===== src/rtl/writeback_arbiter.sv =====
// Write-back arbiter: three functional units hand results into one-entry
// holding buffers; a round-robin arbiter drains one buffer per cycle into the
// single register-file write port and reports the retirement to the scoreboard.
module writeback_arbiter #(
    parameter int unsigned DATA_WIDTH = 16,
    parameter int unsigned ADDR_WIDTH = 3,
    parameter int unsigned ZERO_REG   = 7
) (
    input  logic                  clk,
    input  logic                  reset,
    input  logic [2:0]            fu_valid,
    output logic [2:0]            fu_ready,
    input  logic [ADDR_WIDTH-1:0] fu_dest_0,
    input  logic [ADDR_WIDTH-1:0] fu_dest_1,
    input  logic [ADDR_WIDTH-1:0] fu_dest_2,
    input  logic [DATA_WIDTH-1:0] fu_result_0,
    input  logic [DATA_WIDTH-1:0] fu_result_1,
    input  logic [DATA_WIDTH-1:0] fu_result_2,
    output logic                  wb_write_enable,
    output logic [ADDR_WIDTH-1:0] wb_write_addr,
    output logic [DATA_WIDTH-1:0] wb_write_value,
    output logic                  retire_valid,
    output logic [1:0]            retire_fu,
    output logic [ADDR_WIDTH-1:0] retire_dest,
    output logic [15:0]           conflict_cycles
);

    localparam int unsigned NumFu = 3;
    localparam logic [ADDR_WIDTH-1:0] ZeroAddr = ADDR_WIDTH'(ZERO_REG);
    localparam logic [1:0] RrResetLast = 2'd2;  // makes FU0 the first candidate

    // Holding buffers, one per functional unit
    logic [NumFu-1:0]      hold_valid_q;
    logic [ADDR_WIDTH-1:0] hold_dest_q  [NumFu];
    logic [DATA_WIDTH-1:0] hold_value_q [NumFu];

    // Round-robin pointer: index of the most recently granted unit
    logic [1:0] rr_last_q;

    // Registered write-back / retire outputs
    logic                  wb_we_q;
    logic [ADDR_WIDTH-1:0] wb_addr_q;
    logic [DATA_WIDTH-1:0] wb_value_q;
    logic                  retire_valid_q;
    logic [1:0]            retire_fu_q;
    logic [ADDR_WIDTH-1:0] retire_dest_q;
    logic [15:0]           conflict_q;

    // Unpacked views of the per-FU input buses
    logic [ADDR_WIDTH-1:0] dest_in  [NumFu];
    logic [DATA_WIDTH-1:0] value_in [NumFu];

    assign dest_in[0]  = fu_dest_0;
    assign dest_in[1]  = fu_dest_1;
    assign dest_in[2]  = fu_dest_2;
    assign value_in[0] = fu_result_0;
    assign value_in[1] = fu_result_1;
    assign value_in[2] = fu_result_2;

    logic             grant_any;
    logic [1:0]       grant_idx;
    logic [NumFu-1:0] grant;
    logic [NumFu-1:0] accept;
    logic             contested;

    // Round-robin search starting just after the last winner; depends on state only
    always_comb begin
        logic [1:0] cand;
        cand      = 2'd0;
        grant_any = 1'b0;
        grant_idx = 2'd0;
        for (int unsigned k = 1; k <= NumFu; k++) begin
            cand = 2'((32'(rr_last_q) + k) % NumFu);
            if (!grant_any && hold_valid_q[cand]) begin
                grant_any = 1'b1;
                grant_idx = cand;
            end
        end
        grant = grant_any ? (3'b001 << grant_idx) : 3'b000;
    end

    // A slot can take a new result when empty or when it drains this cycle
    assign fu_ready  = {NumFu{~reset}} & (~hold_valid_q | grant);
    assign accept    = fu_valid & fu_ready;
    assign contested = (hold_valid_q[0] & hold_valid_q[1]) |
                       (hold_valid_q[0] & hold_valid_q[2]) |
                       (hold_valid_q[1] & hold_valid_q[2]);

    // Holding buffer load / drain; a refill in the drain cycle keeps the slot full
    always_ff @(posedge clk) begin
        if (reset) begin
            hold_valid_q <= '0;
        end else begin
            for (int i = 0; i < NumFu; i++) begin
                if (accept[i]) begin
                    hold_valid_q[i] <= 1'b1;
                    hold_dest_q[i]  <= dest_in[i];
                    hold_value_q[i] <= value_in[i];
                end else if (grant[i]) begin
                    hold_valid_q[i] <= 1'b0;
                end
            end
        end
    end

    // Write-back and retire outputs; address/value/fu/dest hold when idle
    always_ff @(posedge clk) begin
        if (reset) begin
            rr_last_q      <= RrResetLast;
            wb_we_q        <= 1'b0;
            wb_addr_q      <= '0;
            wb_value_q     <= '0;
            retire_valid_q <= 1'b0;
            retire_fu_q    <= 2'd0;
            retire_dest_q  <= '0;
        end else if (grant_any) begin
            rr_last_q      <= grant_idx;
            wb_we_q        <= (hold_dest_q[grant_idx] != ZeroAddr);
            wb_addr_q      <= hold_dest_q[grant_idx];
            wb_value_q     <= hold_value_q[grant_idx];
            retire_valid_q <= 1'b1;
            retire_fu_q    <= grant_idx;
            retire_dest_q  <= hold_dest_q[grant_idx];
        end else begin
            wb_we_q        <= 1'b0;
            retire_valid_q <= 1'b0;
        end
    end

    // Saturating count of cycles with two or more results waiting
    always_ff @(posedge clk) begin
        if (reset) begin
            conflict_q <= '0;
        end else if (contested && (conflict_q != 16'hFFFF)) begin
            conflict_q <= conflict_q + 16'd1;
        end
    end

    assign wb_write_enable = wb_we_q;
    assign wb_write_addr   = wb_addr_q;
    assign wb_write_value  = wb_value_q;
    assign retire_valid    = retire_valid_q;
    assign retire_fu       = retire_fu_q;
    assign retire_dest     = retire_dest_q;
    assign conflict_cycles = conflict_q;

endmodule


===== config.mk =====
export PLATFORM = sky130hd
export DESIGN_NAME = writeback_arbiter
export DESIGN_NICKNAME = d
export VERILOG_FILES = /design/src/rtl/writeback_arbiter.sv
export SDC_FILE = /design/constraint.sdc
export NUM_CORES = 1
export LEC_CHECK = 0
export CAP_MARGIN = 20
export CORE_MARGIN = 2
export CORE_UTILIZATION = 35
export CTS_BUF_LIST = sky130_fd_sc_hd__clkbuf_2
export DETAILED_ROUTE_END_ITERATION = 8
export MAX_ROUTING_LAYER = met4
export PLACE_DENSITY = 0.71
export SLEW_MARGIN = 10
export SYNTH_ARGS = -nofsm -noshare
export SYNTH_HDL_FRONTEND = slang
export SYNTH_SLANG_ARGS = --single-unit

===== constraint.sdc =====
create_clock -name clk -period 4.09 [get_ports clk]
set_input_delay 0.409 -clock clk [delete_from_list [all_inputs] [get_ports clk]]
set_output_delay 0.409 -clock clk [all_outputs]
set_load 0.02 [all_outputs]

* Word level (Yosys, flattened, before mapping)
Memory sizes are Yosys's and may differ from the RTL's. A register that Yosys moved wholly into a read port is not among the register bits.
Index checks and enable logic that the tools add are counted.
** Storage, ports and cells
- Memories kept :: 2
- Logic and storage cells :: 73
- Register bits after elaboration :: 28
- Output and inout port bits :: 45
- Memory bits (writable) :: 57
** Memories
- hold_value_q :: words 3, bits a word 16, rd ports 1, clocked after memory_dff 1, write ports 3, RTL line 35 : logic [DATA_WIDTH-1:0] hold_value_q [NumFu];
- hold_dest_q :: words 3, bits a word 3, rd ports 1, clocked after memory_dff 0, write ports 3, RTL line 34 : logic [ADDR_WIDTH-1:0] hold_dest_q [NumFu];
** Cells by class
- Bitwise operators :: 11
- $lt $le $gt $ge :: 3
- Multiplexer cells :: 29
- Div/mod/pow operators :: 3
- Shifts and indexed selects :: 1
- Reductions and logical operators :: 9
- Add/sub/neg operators :: 4
- Eq/ne operators :: 2
** Operators by type and width (number)
- 32-bit by 2-bit modulo with 32-bit output (second input constant) :: 3
- 1-bit 2-to-1 mux :: 22
- 16-bit by 1-bit adder with 16-bit output (second input constant) :: 1
- 16-bit != test (second input constant) :: 1
- 2-bit by 3-bit less-than comparator with 1-bit output (second input constant) :: 3
- 2-bit by 2-bit adder with 3-bit output (second input constant) :: 2
- 3-bit bitwise AND :: 2
- 1-bit binary-select mux with 2-bit select :: 3
- 2-bit 2-to-1 mux :: 3
- 2-bit nonzero test :: 3
- 2-bit by 1-bit adder with 3-bit output (second input constant) :: 1
- 1-bit bitwise AND :: 3
- 1-bit logical AND :: 3
- 3-bit 2-to-1 mux :: 1
- 3-bit != test (second input constant) :: 1
- 3-bit inverter :: 1
- 3-bit OR :: 1
- 1-bit by 2-bit left shift with 3-bit output (first input constant) :: 1
- 1-bit logical NOT :: 2
- 1-bit inverter :: 2
- 1-bit OR :: 2
- 2-bit OR reduction :: 1

* Logic depth before layout (Yosys ltp)
Gate-level depths: netlist of run 1.
- Depth after elaboration :: 19
- Gate-level depth with buffers :: 10
- Mapped depth without buffers :: 8

* Worst setup path after synthesis of run 1
No wires, ideal clock.
- Path kind :: register to register
- Start :: register rr_last_q[0]
- End :: memory hold_dest_q[0][0] (enable)
- Slack :: 0.416 ns
- Cell stages (with the launch flop) :: 10
- Data required time :: 3.667 ns
- Period minus slack after synthesis :: 3.674 ns
- Setup time :: 0.423 ns
- Arrival :: 3.251 ns
- Cells stage by stage :: dfxtp_1 inv_1 ha_1 or2b_1 a21boi_2 or4_4 buf_6 and2_1 a21boi_2 nor3b_1
** RTL lines
- start: declaration :: RTL line 38 : logic [1:0] rr_last_q;
- start signal: assignment :: RTL line 109 : rr_last_q <= RrResetLast;
- start signal: assignment :: RTL line 117 : rr_last_q <= grant_idx;
- end: declaration :: RTL line 34

* Worst setup path after layout of run 1
- Start :: register rr_last_q[0]
- End :: output fu_ready[0]
** On the way
- Cells in the longest elaborated chain, start to end :: 15
- Elaborated cells between the ends (all ways) :: 26
** RTL lines
- 2-bit by 1-bit adder with 3-bit output :: RTL line 73 : cand = 2'((32'(rr_last_q) + k) % NumFu);
- 32-bit by 2-bit modulo with 32-bit output :: RTL line 73
- 1-bit binary-select mux with 2-bit select :: RTL line 74 : if (!grant_any && hold_valid_q[cand]) begin
- 1-bit 2-to-1 mux (implied by the code) :: RTL line 74
- 1-bit 2-to-1 mux :: RTL line 74
- 1-bit logical NOT :: RTL line 74
- 1-bit logical AND :: RTL line 74
- 1-bit 2-to-1 mux :: RTL line 74
- 1-bit logical NOT :: RTL line 74
- 1-bit logical AND :: RTL line 74
- 2-bit 2-to-1 mux :: RTL line 74
- 1-bit by 2-bit left shift with 3-bit output :: RTL line 79 : grant = grant_any ? (3'b001 << grant_idx) : 3'b000;
- 3-bit 2-to-1 mux (*) :: RTL line 79
- 3-bit OR (*) :: RTL line 83 : assign fu_ready = {NumFu{~reset}} & (~hold_valid_q | grant);
- 3-bit bitwise AND (*) :: RTL line 83
- end: declaration :: RTL line 12 : output logic [2:0] fu_ready,
Mark *: on every way between the ends. The rest lies on a longest branch, timed or not. The select of a mux whose other input is x is not followed.

==> impl_metrics.tcl, run 1 <==
set metrics [dict create \
    syn-num-nets 405 \
    final-setup-viol-count 0 \
    reg2reg_setup_slack_ns 0.94 \
    viasPerCell 5.059 \
    endpoint_kind "output port" \
    wire_per_inst_um 16.06 \
    crit_type "flop to output port" \
    rsz0062_at_grt "false" \
    dr_total_vias 2985 \
    worstSkewPairLatency_ns 0.58 \
    irDropWorstVdd_uv 295.1 \
    fin_cells 590 \
    root_buffer "clkbuf_2" \
    grt_pass1_vias 3047 \
    ant_nets 0 \
    cts_buffers 9 \
    slew_viol_final 0 \
    setup_tns_ns 0 \
    clkTransAtPathRegs_ns 0.30 \
    multi_input_area_sq_mm 0.001413 \
    dp_cells 570 \
    nFillCells 1064 \
    cellLeakagePower_nw 1.916 \
    wl_mm 9.475 \
    dr.pass1.iters 4 \
    pwr-share-clk_pct 14.7 \
    r2r-end "hold_dest_q[1][1]" \
    period_share_pct 91.25 \
    clock.fmax_mhz 267.9 \
    cts_tree "done" \
    area_delta_synth_final_pct 32.36 \
    drc_errors 0 \
    io_buffers 106 \
    boundaryPins 107 \
    crit_arrival_ns 3.32 \
    internal_power_mw 1.901 \
    die_x_um 112.2 \
    grt_pass1_wl_mm 15.00 \
    switching_share_pct 37.77 \
    p_sw_mw 1.153 \
    ys_seq_elements 100 \
    slew_headroom_pct 56.78 \
    ys_seq_area_share_pct 62.82 \
    core-area_sq_mm 0.01142 \
    fin_crit_ns 3.732 \
    initial_core_util_pct 35.86 \
    comb_power_share_pct 42.4 \
    syn_avg_cell_area_sq_um 12.12 \
    grt_overflow 0 \
    skew_ns 0.05024 \
    drive_gt1_share_pct 9.620 \
    rr_worst_depth 9 \
    status "finished clean" \
    placed_cell_area_sq_mm 0.005271 \
    diodes 0 \
    p_per_area_mw_per_mm2 563.5 \
    syn_inst 338 \
    grt_start_max_net_pins 47 \
    cts_max_level 3 \
    clock_sinks 100 \
    yosysUniqueCellTypes 48 \
    final_common_cell "clkdlybuf4s50_1" \
    synth.yosys.warnings 0 \
    fin_area_sq_mm 0.005420 \
    drv_cap 0 \
    grt_usage_pct 15.83 \
    drt_iter0_markers 97 \
    async_flop_share_pct 0 \
    nets 509 \
    hpwlAfterDp_mm 6.374 \
    finalWeightedCongestion 0.7393 \
    hp-class "input port to flop" \
    fp-row-count 39 \
    worst_pin_slew_ns 0.6444 \
    final_cell_mix "103 x clkdlybuf4s50_1, 57 x edfxtp_1, 42 x dfxtp_1, 24 x a21oi_1, 21 x and3_1" \
    synth-edff-count 57 \
    regArea_sq_mm 0.002574 \
    die_h_um 112.2 \
    synthFlopType "edfxtp_1" \
    crit_start "rr_last_q[0]" \
    pwr-share-seq_pct 42.9 \
    crit_required_ns 3.68 \
    endpoint "fu_ready[0]" \
    worstReg2RegStart "rr_last_q[0]" \
    antenna_found_initial 0 \
    crit_fanout 20 \
    dieArea_sq_mm 0.01258 \
    synth_area_sq_mm 0.004095 \
    finalHoldViolations 0 \
    cts_max_path_buffers 2 \
    cp-start-kind "flop" \
]
==> flip-flops by register name, indices dropped and copies added, names as in the netlist <==
signal           flops
conflict_cycles     16
retire_valid         1
retire_fu            1
wb_write_enable      1
rr_last_q            2
wb_write_value      16
hold_value_q        48
hold_valid_q         3
hold_dest_q          9
retire_dest          3
==> logic make-up after synthesis <==
family | Yosys count | share of synthesized area (%)
and+or+nand+nor | 88 | 11.89
xor gates and xnor gates | 14 | 2.994
AOI/OAI and AO/OA | 101 | 16.77
adders and majority gates | 5 | 1.528
muxes | 2 | 0.4889
buffers and inverters | 28 | 3.513
DFF | 100 | 62.82
==> cell usage after synthesis, drive strengths merged, types with 2 or more instances <==
master | number | area (sq um)
o21ba | 2 | 20.02
inv | 4 | 15.01
nor3 | 3 | 15.01
nand2 | 12 | 45.04
xor2 | 12 | 105.1
nand3 | 4 | 20.02
a21boi | 21 | 168.9
nor2 | 20 | 75.07
o31ai | 4 | 35.03
o311ai | 3 | 26.28
buf | 8 | 68.81
o31a | 2 | 17.52
a21oi | 26 | 137.6
edfxtp | 57 | 1712
nand3b | 2 | 15.01
o21ai | 19 | 95.09
and2 | 6 | 37.54
and3 | 23 | 153.9
dfxtp | 43 | 860.8
a211oi | 2 | 15.01
and4 | 2 | 17.52
nand4 | 6 | 37.54
xnor2 | 2 | 17.52
ha | 5 | 62.56
a22oi | 16 | 120.1
a21o | 2 | 15.01
nand2b | 5 | 31.28
mux2i | 2 | 20.02
clkbuf | 16 | 60.06
==> cell type report <==
| class | count | share of cell area (%) |
|---|---|---|
| Inverter | 4 | 0.2770 |
| Sequential cell | 100 | 47.48 |
| Timing Repair Buffer | 116 | 20.96 |
| Multi-Input combinational cell | 211 | 26.06 |
| Clock inverter | 6 | 0.9926 |
| Tap cell | 143 | 3.301 |
| Clock buffer | 10 | 0.9234 |
==> power by group through the flow <==
stage	Combinational (mW)	Sequential [mW]	Clock, mW
3_5_place_dp	1.24	1.33	0
6_report	1.29	1.31	0.450
4_1_cts	1.26	1.31	0.466
2_1_floorplan	0.623	1.45	0
3_3_place_gp	1.20	1.33	0
5_1_grt	1.40	1.33	0.502
==> critical path, cell delays in order, from the launching register on <==
cell	delay, ns
dfxtp_2	0.42
inv_1	0.07
ha_1	0.36
or2_1	0.28
and3_4	0.21
or4_4	0.65
and2_1	0.27
a21boi_2	0.22
nor2_1	0.08
dlymetal6s2s_1	0.23
==> metal layers <==
layer	GRT usage [%]	vias up	wire length (um)
met4	5.854	0	192
met1	19.63	1403	4305
li1	-	1459	-
met5	-	-	0
met3	3.456	20	442
met2	25.58	103	4534
==> per-stage QoR <==
step	setup WS, ns	hold WS [ns]	utilization (%)	total power, mW
2_1_floorplan	0.4157	0.4826	-	2.073
3_3_place_gp	0.6843	0.4571	46.16	2.532
3_5_place_dp	0.5352	0.4492	46.16	2.576
4_1_cts	0.03073	0.2816	47.22	3.040
5_1_grt	0.1492	0.2630	47.47	3.238
6_report	0.3578	0.3309	47.47	3.054
==> what timing repair did <==
item | CTS | global route
pin swaps | 1 | 2
gates cloned | 1 | 0
hold buffers | 0 | 0
endpoints found under the setup margin | 2 | 2
setup buffers | 0 | 3
resized for setup | 1 | 3
==> worst min-delay path by stage <==
| stage | from | to | depth (start not counted) |
|---|---|---|---|
| 3_3_place_gp | retire_fu[1] | retire_fu[1] | 2 |
| 2_1_floorplan | rr_last_q[0] | rr_last_q[0] | 2 |
| 3_5_place_dp | retire_fu[1] | retire_fu[1] | 2 |
| 6_report | fu_result_1[9] | hold_value_q[1][9] | 1 |
| 5_1_grt | fu_result_0[0] | hold_value_q[0][0] | 1 |
| 4_1_cts | fu_result_1[9] | hold_value_q[1][9] | 1 |
(Power assumes the default switching activity.)
==> run 2, diff against run 1 <==
ABC_AREA = 1   (was default)
REMOVE_ABC_BUFFERS = 1   (was default)
==> impl_metrics.tcl, run 2 <==
set metrics [dict create \
    slew_headroom_pct 60.83 \
    die_x_um 112.6 \
    hold_ws_ns 0.3731 \
    grt_usage_pct 16.49 \
    pre_cts_slack_ns 0.8576 \
    viasPerCell 4.940 \
    status "finished clean" \
    crit_arrival_ns 3.31 \
    cp-start-kind "flop" \
    crit_type "flop to output port" \
    wire_per_inst_um 15.07 \
    cellLeakagePower_nw 2.038 \
    regArea_sq_mm 0.002574 \
    final_common_cell "clkdlybuf4s50_1" \
    final-setup-viol-count 0 \
    diodes 0 \
    clock.fmax_mhz 268.8 \
    hp-class "input port to flop" \
    finalHoldViolations 0 \
    initial_core_util_pct 36.00 \
    period_share_pct 90.97 \
    fp-row-count 39 \
    grt_pass1_wl_mm 15.81 \
    area_delta_synth_final_pct 31.49 \
    crit_fanout 23 \
    grt_overflow 0 \
    synthFlopType "edfxtp_1" \
    synth.area.top_cells "edfxtp_1 41%, dfxtp_1 21%, nand2_1 5.8%, nor2_1 5.2%, inv_1 4.0%" \
    io_buffers 106 \
    async_flop_share_pct 0 \
    nets 590 \
    dr_total_vias 3315 \
    cts_max_path_buffers 2 \
    grt_pass1_vias 3281 \
    worst_pin_slew_ns 0.5870 \
    boundaryPins 107 \
    core-area_sq_mm 0.01147 \
    dr.pass1.iters 4 \
    drt_iter0_markers 222 \
    grt_start_max_net_pins 29 \
    cts_tree "done" \
    multi_input_area_sq_mm 0.001265 \
    rsz0062_at_grt "false" \
    ys_seq_elements 100 \
    setup_ws_ns 0.3692 \
    synth.yosys.warnings 0 \
    nFillCells 1043 \
    cts_buffers 9 \
    syn_avg_cell_area_sq_um 9.875 \
    root_buffer "clkbuf_2" \
    finalWeightedCongestion 0.8774 \
    ys_top_cells_by_count "64 x nand2_1, 57 x edfxtp_1, 57 x nor2_1" \
    regMostFlops "hold_value_q" \
    largest_reg_flops 48 \
    wl_mm 10.12 \
    irDropWorstVdd_uv 395.6 \
    yosysUniqueCellTypes 31 \
    skew_ns 0.03336 \
    drive_gt1_share_pct 7.008 \
    die_h_um 112.6 \
    power_mw 3.577 \
    cts_max_level 3 \
    synth_most_common_cell "nand2_1" \
    drc_errors 0 \
    synth_top_area_share_pct 41.47 \
    clock_sinks 100 \
    synth-edff-count 57 \
    endpoint_kind "output port" \
    slew_viol_final 0 \
    crit_required_ns 3.68 \
    worstSkewPairLatency_ns 0.56 \
    clkTransAtPathRegs_ns 0.28 \
    synth_top_area_cell "edfxtp_1" \
    ys_seq_area_share_pct 62.32 \
    dieArea_sq_mm 0.01268 \
    hpwlAfterDp_mm 7.205 \
    syn_inst 418 \
    fin_crit_ns 3.721 \
    final_cell_mix "105 x clkdlybuf4s50_1, 64 x nand2_1, 57 x edfxtp_1, 53 x nor2_1, 44 x inv_1" \
    setup_tns_ns 0 \
    synth_area_sq_mm 0.004128 \
    drv_cap 0 \
    p_per_area_mw_per_mm2 659.0 \
    antenna_found_initial 0 \
    ant_nets 0 \
]
[run 2: cell count changes after synthesis, moves of 10 or more]
cell / change
xor2_1: -10
nand3_1: +14
and3_1: -21
inv_1: +40
nor2_1: +37
nand2_1: +52
a21boi_0: -16
clkbuf_1: -11
o21ai_0: +12
[run 2: path summary, 6_finish.rpt]
check,from,to,slack [ns],cells after the start
hold reg to reg,conflict_cycles[8],conflict_cycles[8],0.52,2
setup reg to reg,rr_last_q[0],hold_value_q[1][2],1.02,13
hold / removal,fu_result_0[0],hold_value_q[0][0],0.37,1
setup / recovery,rr_last_q[0],fu_ready[1],0.37,13
[run 2: logic make-up (layout without fill, tap and decap cells)]
logic type | count (synthesis) | count (layout) | share of synthesized area, %
XOR/XNOR | 5 | 5 | 1.061
flip-flops | 100 | 100 | 62.32
adder cells (fa/ha/maj) | 5 | 5 | 1.516
AND/OR/NAND/NOR | 164 | 164 | 17.28
AO/OA/AOI/OAI | 77 | 77 | 10.43
buffers and inverters | 67 | 177 | 7.396
[run 2: routing by layer]
layer  vias to the layer above  track usage [%]  routed length, um
met5                         -                -                  0
met4                         0            5.285                180
met3                        14            4.428                628
met2                       137            27.07               4925
met1                      1550            19.83               4381
li1                       1614                -                  -
[run 2: worst max-delay path, cell delays in order (launching register included)]
cell and delay [ns]:
dfxtp_2 0.42, inv_1 0.08, ha_1 0.40, inv_1 0.10
nand2_1 0.07, nand3_1 0.06, nand2_1 0.14, nand4_1 0.25
nand2_4 0.33, nor2_1 0.07, inv_1 0.08, nand2_1 0.08
inv_1 0.08, clkdlybuf4s50_1 0.59
[run 2: report_power, final]
group / total, mW / internal (mW) / switching, mW
combinational: 1.76 / 0.645 / 1.12
clock: 0.479 / 0.147 / 0.333
sequential: 1.33 / 1.24 / 0.0904
[run 2: cell type report]
| type | instances | area share, % |
|---|---|---|
| sequential | 100 | 47.42 |
| inverter | 50 | 3.550 |
| tap | 143 | 3.296 |
| multi-input combinational | 251 | 23.31 |
| clock inverter | 7 | 1.314 |
| clock buffer | 9 | 0.8299 |
| timing repair buffer | 111 | 20.29 |
[run 2: through the flow]
step / util, % / std cells / cell area (sq um)
2_1_floorplan: - / 401 / 4015
3_3_place_gp: 46.24 / 655 / 5303
3_5_place_dp: 46.24 / 655 / 5303
4_1_cts: 47.26 / 671 / 5419
5_1_grt: 47.33 / 671 / 5428
6_report: 47.33 / 671 / 5428
[run 2: repair_timing]
item,4_1_cts,5_1_grt
hold buffers,0,0
endpoints found under the setup margin,0,2
gates resized for setup,0,3
setup buffers,0,0
==> run 3, diff against run 2 <==
REMOVE_ABC_BUFFERS = default   (was 1)
==> impl_metrics.tcl, run 3 (same netlist as run 2, synthesis figures left out) <==
set metrics [dict create \
    status "finished clean" \
    cts_tree "done" \
    wire_per_inst_um 14.56 \
    grt_pass1_wl_mm 15.51 \
    cellLeakagePower_nw 2.028 \
    core-area_sq_mm 0.01147 \
    final-setup-viol-count 0 \
    fin_crit_ns 3.783 \
    finalWeightedCongestion 0.9274 \
    p_per_area_mw_per_mm2 660.3 \
    hold_start "fu_result_2[8]" \
    dp_cells 655 \
    clock_sinks 100 \
    fp-row-count 39 \
    skew_ns 0.02841 \
    regMostFlops "hold_value_q" \
    die_h_um 112.6 \
    largest_reg_flops 48 \
    final_common_cell "clkdlybuf4s50_1" \
    irDropWorstVdd_uv 381.8 \
    cts_buffers 9 \
    cts_max_path_buffers 2 \
    area_delta_synth_final_pct 31.65 \
    clock.fmax_mhz 264.3 \
    diodes 0 \
    grt_start_max_net_pins 29 \
    grt_usage_pct 15.99 \
    slew_headroom_pct 59.02 \
    dr_total_vias 3250 \
    drc_errors 0 \
    dr.pass1.iters 4 \
    clkTransAtPathRegs_ns 0.28 \
    syn-num-nets 485 \
    post_cts_buffers 0 \
    grt_overflow 0 \
    boundaryPins 107 \
    pre_cts_slack_ns 0.8919 \
    crit_type "flop to output port" \
    power_mw 3.588 \
    wl_mm 9.773 \
    reg2reg_setup_slack_ns 1.29 \
    io_buffers 106 \
    worstSkewPairLatency_ns 0.58 \
    worst_pin_slew_ns 0.6140 \
    dieArea_sq_mm 0.01268 \
    worstReg2RegStart "rr_last_q[0]" \
    crit_fanout 15 \
    root_buffer "clkbuf_2" \
    internal_power_mw 2.044 \
    period_share_pct 92.50 \
    fin_util_pct 47.39 \
    endpoint_kind "output port" \
    drive_gt1_share_pct 7.008 \
    slew_viol_final 0 \
    hold_end "hold_value_q[2][8]" \
    final_cell_mix "106 x clkdlybuf4s50_1, 64 x nand2_1, 57 x edfxtp_1, 54 x nor2_1, 44 x inv_1" \
    crit_required_ns 3.68 \
    nFillCells 1059 \
    comb_power_share_pct 48.9 \
    rr_worst_depth 14 \
    switching_share_pct 43.03 \
    setup_tns_ns 0 \
    antenna_found_initial 0 \
    nets 590 \
    r2r-end "hold_value_q[0][13]" \
    hp-class "input port to flop" \
    ant_nets 0 \
    initial_core_util_pct 36.00 \
    hpwlAfterDp_mm 7.059 \
    pwr-share-seq_pct 37.1 \
    setup_ws_ns 0.3067 \
    finalHoldViolations 0 \
    p_sw_mw 1.544 \
    rsz0062_at_grt "false" \
    viasPerCell 4.844 \
    die_x_um 112.6 \
    fin_cells 671 \
    pwr-share-clk_pct 14.0 \
    multi_input_area_sq_mm 0.001262 \
    grt_pass1_vias 3234 \
    whs_path_depth 1 \
    cp-start-kind "flop" \
    drt_iter0_markers 205 \
    cts_max_level 3 \
    crit_arrival_ns 3.37 \
    regArea_sq_mm 0.002574 \
    drv_cap 0 \
]
-- run 3: cell types whose count changed in the layout (fill, tap and decap cells not counted), sizes merged --
| cell | delta |
|---|---|
| dlymetal6s2s | -1 |
| inv | -1 |
| clkinvlp | +1 |
| clkinv | -1 |
| clkdlybuf4s50 | +1 |
| clkbuf | +1 |
-- run 3: worst max-delay path, cell delays in order (launching register included) --
cell and delay, ns:
dfxtp_2 0.42, inv_1 0.07, ha_1 0.37, inv_1 0.11, nand2_1 0.06, nand3_1 0.09, nand2_1 0.12, nand3_1 0.11
nand2_2 0.09, nor2_8 0.21, nand2_4 0.16, o21ai_1 0.21, nand2_1 0.11, inv_1 0.08, clkdlybuf4s50_1 0.59
-- run 3: power by group through the flow --
stage / clock network (mW) / registers, mW / logic [mW]
after CTS: 0.511 / 1.33 / 1.75
after floorplan: 0 / 1.43 / 1.18
after global routing: 0.557 / 1.35 / 1.94
after global placement: 0 / 1.35 / 1.70
final: 0.502 / 1.33 / 1.75
after detailed placement: 0 / 1.35 / 1.75
-- run 3: timing repair --
item                       CTS  global route
setup endpoints to repair    0             2
resized for setup            0             2
hold buffers                 0             0
-- run 3: final cells by class --
| class | instances | share of cell area, % |
|---|---|---|
| Multi-Input combinational cell | 251 | 23.23 |
| Inverter | 50 | 3.546 |
| Tap cell | 143 | 3.293 |
| Sequential cell | 100 | 47.36 |
| Timing Repair Buffer | 111 | 20.22 |
| Clock buffer | 10 | 0.9210 |
| Clock inverter | 6 | 1.428 |
-- run 3: how the worst max path moves through the flow --
| stage | depth (start not counted) | startpoint | endpoint |
|---|---|---|---|
| after detailed placement | 14 | rr_last_q[0] | fu_ready[0] |
| after floorplan | 13 | rr_last_q[0] | hold_dest_q[0][0] |
| after global placement | 12 | rr_last_q[0] | fu_ready[0] |
| final | 14 | rr_last_q[0] | fu_ready[0] |
| after global routing | 14 | rr_last_q[0] | fu_ready[0] |
| after CTS | 14 | rr_last_q[0] | fu_ready[0] |
-- run 3: per-stage QoR --
| stage | area (sq um) | hold slack [ns] |
|---|---|---|
| after detailed placement | 5300 | 0.4749 |
| after floorplan | 4128 | 0.4935 |
| after global placement | 5300 | 0.4744 |
| after global routing | 5434 | 0.2494 |
| after CTS | 5428 | 0.3197 |
| final | 5434 | 0.3413 |
-- run 3: metal layers --
layer  global-route usage (%)  part of all wire (%)  vias up
met3                    4.212                   7.2       18
met2                    26.23                    49      113
met5                        -                     0        -
met1                    19.54                    43     1507
met4                    4.553                   1.5        0
li1                         -                     -     1612
